`src/rtl/ddr2ibuf_dispatch.sv`:
```
// ddr2ibuf_dispatch
// Unpacks a DDR index stream into 2*IDX_W-bit entries and writes them into
// the per-PE index buffers, either broadcasting one list to every enabled PE
// or scattering consecutive segments to the enabled PEs in ascending order.
//
// Ports:
//   clk, rst        clock, synchronous active-high reset
//   start / done    one-cycle start pulse (honoured only when idle) / idle flag
//   conf_mode       [0] scatter(1)/broadcast(0); [2:1]==2'b01 swaps entry halves
//   conf_idx_num    entries per PE (0..IDX_DEPTH)
//   conf_mask       enabled PEs
//   ddr_data/valid  DDR stream word and its valid; ddr_ready accepts it
//   idx_wr_*        registered write port towards the PE index buffers
module ddr2ibuf_dispatch #(
  parameter int DDR_W     = 512,
  parameter int IDX_W     = 16,
  parameter int PE_NUM    = 32,
  parameter int IDX_DEPTH = 256,
  parameter int ADDR_W    = $clog2(IDX_DEPTH),
  parameter int IDX_BATCH = DDR_W / (2 * IDX_W)
) (
  input  logic                 clk,
  input  logic                 rst,
  input  logic                 start,
  output logic                 done,
  input  logic [3:0]           conf_mode,
  input  logic [ADDR_W:0]      conf_idx_num,
  input  logic [PE_NUM-1:0]    conf_mask,
  input  logic [DDR_W-1:0]     ddr_data,
  input  logic                 ddr_valid,
  output logic                 ddr_ready,
  output logic [2*IDX_W-1:0]   idx_wr_data,
  output logic [ADDR_W-1:0]    idx_wr_addr,
  output logic [PE_NUM-1:0]    idx_wr_en
);

  localparam int EW    = 2 * IDX_W;
  localparam int KW    = (IDX_BATCH > 1) ? $clog2(IDX_BATCH) : 1;
  localparam int PE_W  = (PE_NUM > 1) ? $clog2(PE_NUM) : 1;
  localparam int CNT_W = ADDR_W + 1 + PE_W + 1;

  typedef enum logic [1:0] {IDLE, FETCH, UNPACK, FLUSH} state_t;

  state_t state_q, state_d;

  logic              scatter_r, swap_r;
  logic [ADDR_W:0]   num_r;
  logic [PE_NUM-1:0] mask_r;

  logic [DDR_W-1:0]  word_p0;
  logic [KW-1:0]     k_p0;
  logic [ADDR_W-1:0] addr_p0;
  logic [PE_W-1:0]   pe_p0;
  logic [CNT_W-1:0]  left_p0;

  logic [EW-1:0]     wr_data_p1;
  logic [ADDR_W-1:0] wr_addr_p1;
  logic [PE_NUM-1:0] wr_en_p1;

  function automatic logic [PE_W:0] popcount(input logic [PE_NUM-1:0] m);
    logic [PE_W:0] c;
    c = '0;
    for (int i = 0; i < PE_NUM; i++) c = c + {{PE_W{1'b0}}, m[i]};
    return c;
  endfunction

  // Downward scan so the lowest qualifying index wins.
  function automatic logic [PE_W-1:0] first_pe(input logic [PE_NUM-1:0] m);
    logic [PE_W-1:0] r;
    r = '0;
    for (int i = PE_NUM - 1; i >= 0; i--) if (m[i]) r = PE_W'(i);
    return r;
  endfunction

  function automatic logic [PE_W-1:0] next_pe(input logic [PE_NUM-1:0] m,
                                              input logic [PE_W-1:0]   cur);
    logic [PE_W-1:0] r;
    r = '0;
    for (int i = PE_NUM - 1; i >= 0; i--) if (m[i] && (i > int'(cur))) r = PE_W'(i);
    return r;
  endfunction

  function automatic logic [EW-1:0] swap_halves(input logic [EW-1:0] e, input logic sw);
    return sw ? {e[IDX_W-1:0], e[EW-1:IDX_W]} : e;
  endfunction

  logic [EW-1:0]    entry_sel;
  logic             last_k, last_ent, seg_end, hs;
  logic [CNT_W-1:0] total_start;

  assign entry_sel   = word_p0[int'(k_p0)*EW +: EW];
  assign last_k      = (k_p0 == KW'(IDX_BATCH - 1));
  assign last_ent    = (left_p0 == CNT_W'(1));
  assign seg_end     = ({1'b0, addr_p0} == (num_r - (ADDR_W+1)'(1)));
  assign total_start = conf_mode[0] ? CNT_W'(conf_idx_num) * CNT_W'(popcount(conf_mask))
                                    : CNT_W'(conf_idx_num);
  assign hs          = ddr_valid && ddr_ready;

  always_ff @(posedge clk) begin
    if (rst) state_q <= IDLE;
    else     state_q <= state_d;
  end

  // ddr_ready decodes registered state only; ddr_valid steers just the next state.
  always_comb begin
    state_d   = state_q;
    ddr_ready = 1'b0;
    done      = 1'b0;
    case (state_q)
      IDLE: begin
        done = 1'b1;
        if (start) state_d = (total_start == '0) ? FLUSH : FETCH;
      end
      FETCH: begin
        ddr_ready = 1'b1;
        if (ddr_valid) state_d = UNPACK;
      end
      UNPACK: begin
        if (last_ent) begin
          state_d = FLUSH;
        end else if (last_k) begin
          ddr_ready = 1'b1;
          state_d   = ddr_valid ? UNPACK : FETCH;
        end
      end
      FLUSH:   state_d = IDLE;
      default: state_d = IDLE;
    endcase
  end

  // Stage p0: configuration latch, word register and entry/PE/address counters
  always_ff @(posedge clk) begin
    if (state_q == IDLE && start) begin
      scatter_r <= conf_mode[0];
      swap_r    <= (conf_mode[2:1] == 2'b01);
      num_r     <= conf_idx_num;
      mask_r    <= conf_mask;
      left_p0   <= total_start;
      addr_p0   <= '0;
      pe_p0     <= first_pe(conf_mask);
    end
    if (hs) begin
      word_p0 <= ddr_data;
      k_p0    <= '0;
    end else if (state_q == UNPACK) begin
      k_p0 <= k_p0 + KW'(1);
    end
    if (state_q == UNPACK) begin
      left_p0 <= left_p0 - CNT_W'(1);
      if (seg_end) begin
        addr_p0 <= '0;
        if (scatter_r) pe_p0 <= next_pe(mask_r, pe_p0);
      end else begin
        addr_p0 <= addr_p0 + ADDR_W'(1);
      end
    end
  end

  // Stage p1: registered write port
  always_ff @(posedge clk) begin
    if (rst) begin
      wr_en_p1   <= '0;
      wr_data_p1 <= '0;
      wr_addr_p1 <= '0;
    end else begin
      wr_en_p1 <= '0;
      if (state_q == UNPACK) begin
        wr_en_p1   <= scatter_r ? (PE_NUM'(1) << pe_p0) : mask_r;
        wr_data_p1 <= swap_halves(entry_sel, swap_r);
        wr_addr_p1 <= addr_p0;
      end
    end
  end

  assign idx_wr_data = wr_data_p1;
  assign idx_wr_addr = wr_addr_p1;
  assign idx_wr_en   = wr_en_p1;

endmodule
```
`config.mk`:
```
export PLATFORM = sky130hd
export DESIGN_NAME = ddr2ibuf_dispatch
export DESIGN_NICKNAME = d
export VERILOG_FILES = /design/src/rtl/ddr2ibuf_dispatch.sv
export SDC_FILE = /design/constraint.sdc
export NUM_CORES = 1
export LEC_CHECK = 0
export BUFFER_PORTS_ARGS = -buffer_cell sky130_fd_sc_hd__buf_4
export CAP_MARGIN = 40
export CORE_AREA = 2 2 247 249
export DETAILED_ROUTE_END_ITERATION = 10
export DIE_AREA = 0 0 249 251
export PLACE_DENSITY = 0.73
export SYNTH_ARGS = -nofsm -noshare
export SYNTH_HDL_FRONTEND = slang
export SYNTH_SLANG_ARGS = --single-unit
```
`constraint.sdc`:
```
create_clock -name clk -period 40 [get_ports clk]
set_input_delay 6 -clock clk [delete_from_list [all_inputs] [get_ports clk]]
set_output_delay 6 -clock clk [all_outputs]
set_load 0.05 [all_outputs]
```
==> flow_summary.json <==
{
  "die_x_um": 249,
  "timing.hold.ws_ps": 486,
  "layout_common_cells": "buf_4, edfxtp_1, mux4_2",
  "die_area_um2": 62500,
  "min_from": "idx_wr_data[14]",
  "synth_edf_count": 578,
  "synthCells": 1808,
  "r2r_start": "state_q[0]",
  "clk_path_buf_depth": 3,
  "fin_crit_sh": 0.353,
  "final.min_clock_period_ps": 14140,
  "ys_types": 66,
  "slowest_delay_ps": 660,
  "remaining_drc_errors": 0,
  "max_clock_freq_ghz": 0.0707,
  "grt_overflow": 0,
  "hold_depth": 2,
  "rrSetupSlack_ps": 35810,
  "r2r_cells": 10,
  "cts.repair.resized": 0,
  "p_int_mw": 2.33,
  "setup_tns_ps": 0,
  "viasPerCell": 5.63,
  "antenna_left": 0,
  "layout.nets": 3107,
  "ys_ff_latch": 661,
  "numClockSinks": 661,
  "slew_viol_final": 0,
  "num_rows": 90,
  "ioPinCount": 635,
  "slowest_stage": "a2111oi_0",
  "critPathMostFrequentCell": "fa_1",
  "grt_setup_unrepaired": "false",
  "powerDensity_nw_per_um2": 108,
  "critical_path_class": "in2reg",
  "cp.depth": 30,
  "hp-class": "reg2reg",
  "gp_congestion": 0.924,
  "crit_buf_inv": 7,
  "clk_latency_ps": 630,
  "maxCapViolCount": 0,
  "finalSetupViolations": 0,
  "vias": 18600,
  "coreArea_um2": 59800,
  "path_clk_slew_ps": 60,
  "grt_usage": 0.262,
  "layout_commonest_cell": "buf_4",
  "status": "complete, no violations",
  "p_seq_frac": 0.234,
  "cts_tree": "built",
  "synthToLayoutAreaGrowth_pct": 27.7,
  "reg2reg_to": "word_p0[72]",
  "power.leakage_nw": 13.9,
  "ys_seq_area_frac": 0.651,
  "grt_max_degree": 188,
  "drt_wl_total_um": 82100,
  "crit_path_end_kind": "register",
  "start_util": 0.489,
  "hold_viol": 0,
  "dp_hpwl_um": 61200,
  "wl_per_cell_um": 24.9,
  "cts_hold_buf": 0,
  "fillers": 4332,
  "io_buffers": 633,
  "placed_cell_area_um2": 35000,
  "final_area_um2": 37300,
  "layout-drive-gt1-share": 0.371,
  "cp_top_family": "adder cells",
  "tightestPinTransition_ps": 1060,
  "relSlewSlack": 0.294,
  "cp.required_ps": 40520,
  "ys.warnings.count": 0,
  "post-cts-setup-buffer-count": 0,
  "clkPwrFrac": 0.160,
  "clock_skew_ps": 26.3,
  "combPwrFrac": 0.606,
  "synthesis.area_um2": 29200,
  "switching_share": 0.422,
  "synth_fp_nets": 2460,
  "synth_flop_cell": "edfxtp_1",
  "peakVddDrop_mv": 0.319,
  "hold_end": "idx_wr_data[14]",
  "cp-start-kind": "input pin",
  "path_max_fanout": 9,
  "cp.arrival_ps": 14650,
  "first_iter_violations": 1322,
  "cts_root_buffer": "clkbuf_16",
  "antenna_found_initial": 11,
  "h-tree-depth": 3,
  "ys_async_sr_fraction": 0,
  "firstDrtPassIters": 7,
  "fin_util": 0.624,
  "grt_pass1_vias": 19400,
  "die_h_um": 251,
  "grt_pass1_wl_um": 120000,
  "power_switching_mw": 1.71,
  "synth.avg_cell_area_um2": 16.2,
  "cts_buffers": 70
}
cells in the mapped netlist (9+ instances only):
master | count | area, µm²
dfxtp_1 | 83 | 1660
nor3_1 | 22 | 110
nand3_1 | 31 | 155
nor2b_1 | 11 | 68.8
o21a_1 | 11 | 82.6
a211oi_1 | 36 | 270
o21ai_0 | 46 | 230
buf_2 | 18 | 90.1
xor2_1 | 21 | 184
nand2b_1 | 11 | 68.8
ha_1 | 38 | 475
inv_1 | 98 | 368
mux4_2 | 160 | 3600
mux2i_1 | 53 | 531
and2_1 | 50 | 313
fa_1 | 53 | 1060
xnor2_1 | 19 | 166
o211ai_1 | 10 | 75.1
nand2_1 | 81 | 304
a22oi_1 | 14 | 105
nor2_1 | 122 | 458
a21oi_1 | 58 | 290
edfxtp_1 | 578 | 17400
nor4_1 | 9 | 56.3
clkbuf_1 | 57 | 214
power groups by stage:
stage | combinational [mW] | sequential (mW) | clock, mW
floorplan | 1.85 | 0.994 | 0
global placement | 2.34 | 0.964 | 0
detailed placement | 2.45 | 0.958 | 0
CTS | 2.47 | 0.945 | 0.658
global route | 2.74 | 0.953 | 0.683
finish | 2.45 | 0.945 | 0.646
per-stage QoR:
| step | cells | worst slack, ps | total power [mW] |
|---|---|---|---|
| after detailed placement | 3165 | 25180 | 3.41 |
| after global placement | 3156 | 25410 | 3.30 |
| after floorplan | 1808 | 18900 | 2.85 |
| after CTS | 3293 | 25810 | 4.07 |
| after global routing | 3297 | 25410 | 4.38 |
| final | 3300 | 25860 | 4.04 |
kinds of logic (layout without fill, tap and decap cells):
logic type	Yosys count	count (layout)	share of synthesized area
AO/OA/AOI/OAI	238	238	0.0538
XOR/XNOR	40	40	0.0120
adder cells (fa/ha/maj)	91	91	0.0526
buffers and inverters	184	887	0.0244
flip-flops	661	661	0.651
multiplexers	216	216	0.143
other	0	7	0
AND/OR/NAND/NOR	378	378	0.0635
tightest hold or removal path, stage by stage, from the launching register on:
cell and delay (ps):
dfxtp_1 310, nor2_1 80, a211oi_1 50
layout make-up:
cell class	count	area (µm²)	share of cell area
timing repair buffer	658	5110	0.137
clock inverter	36	433	0.0116
tap	782	978	0.0262
multi-input combinational	963	9500	0.254
inverter	101	379	0.0102
sequential	661	19000	0.510
clock buffer	92	1870	0.0500
antenna	7	17.5	0.000469
flip-flops by register name, summed over array words and instances, names as in the netlist:
signal,cells
word_p0,512
idx_wr_data,32
idx_wr_en,32
mask_r,32
left_p0,15
num_r,9
addr_p0,8
idx_wr_addr,8
pe_p0,5
k_p0,4
state_q,2
scatter_r,1
swap_r,1
how the worst max path moves through the flow:
stage | startpoint | end
2_1_floorplan | ddr_valid | word_p0[0]
3_3_place_gp | conf_mask[5] | left_p0[14]
3_5_place_dp | conf_mask[5] | state_q[1]
4_1_cts | conf_mask[5] | state_q[1]
5_1_grt | conf_mask[5] | state_q[1]
6_report | conf_mask[5] | state_q[1]
routing by layer:
| metal | share of wire | vias up | routed length [µm] | global-route usage |
|---|---|---|---|---|
| met5 | 0.00069 | - | 57 | 0 |
| met4 | 0.037 | 8 | 3060 | 0.101 |
| met3 | 0.073 | 157 | 6020 | 0.0591 |
| met2 | 0.53 | 856 | 43100 | 0.461 |
| met1 | 0.36 | 9259 | 29800 | 0.314 |
| li1 | - | 8299 | - | - |
No activity file was read; power rests on OpenSTA's default activity.
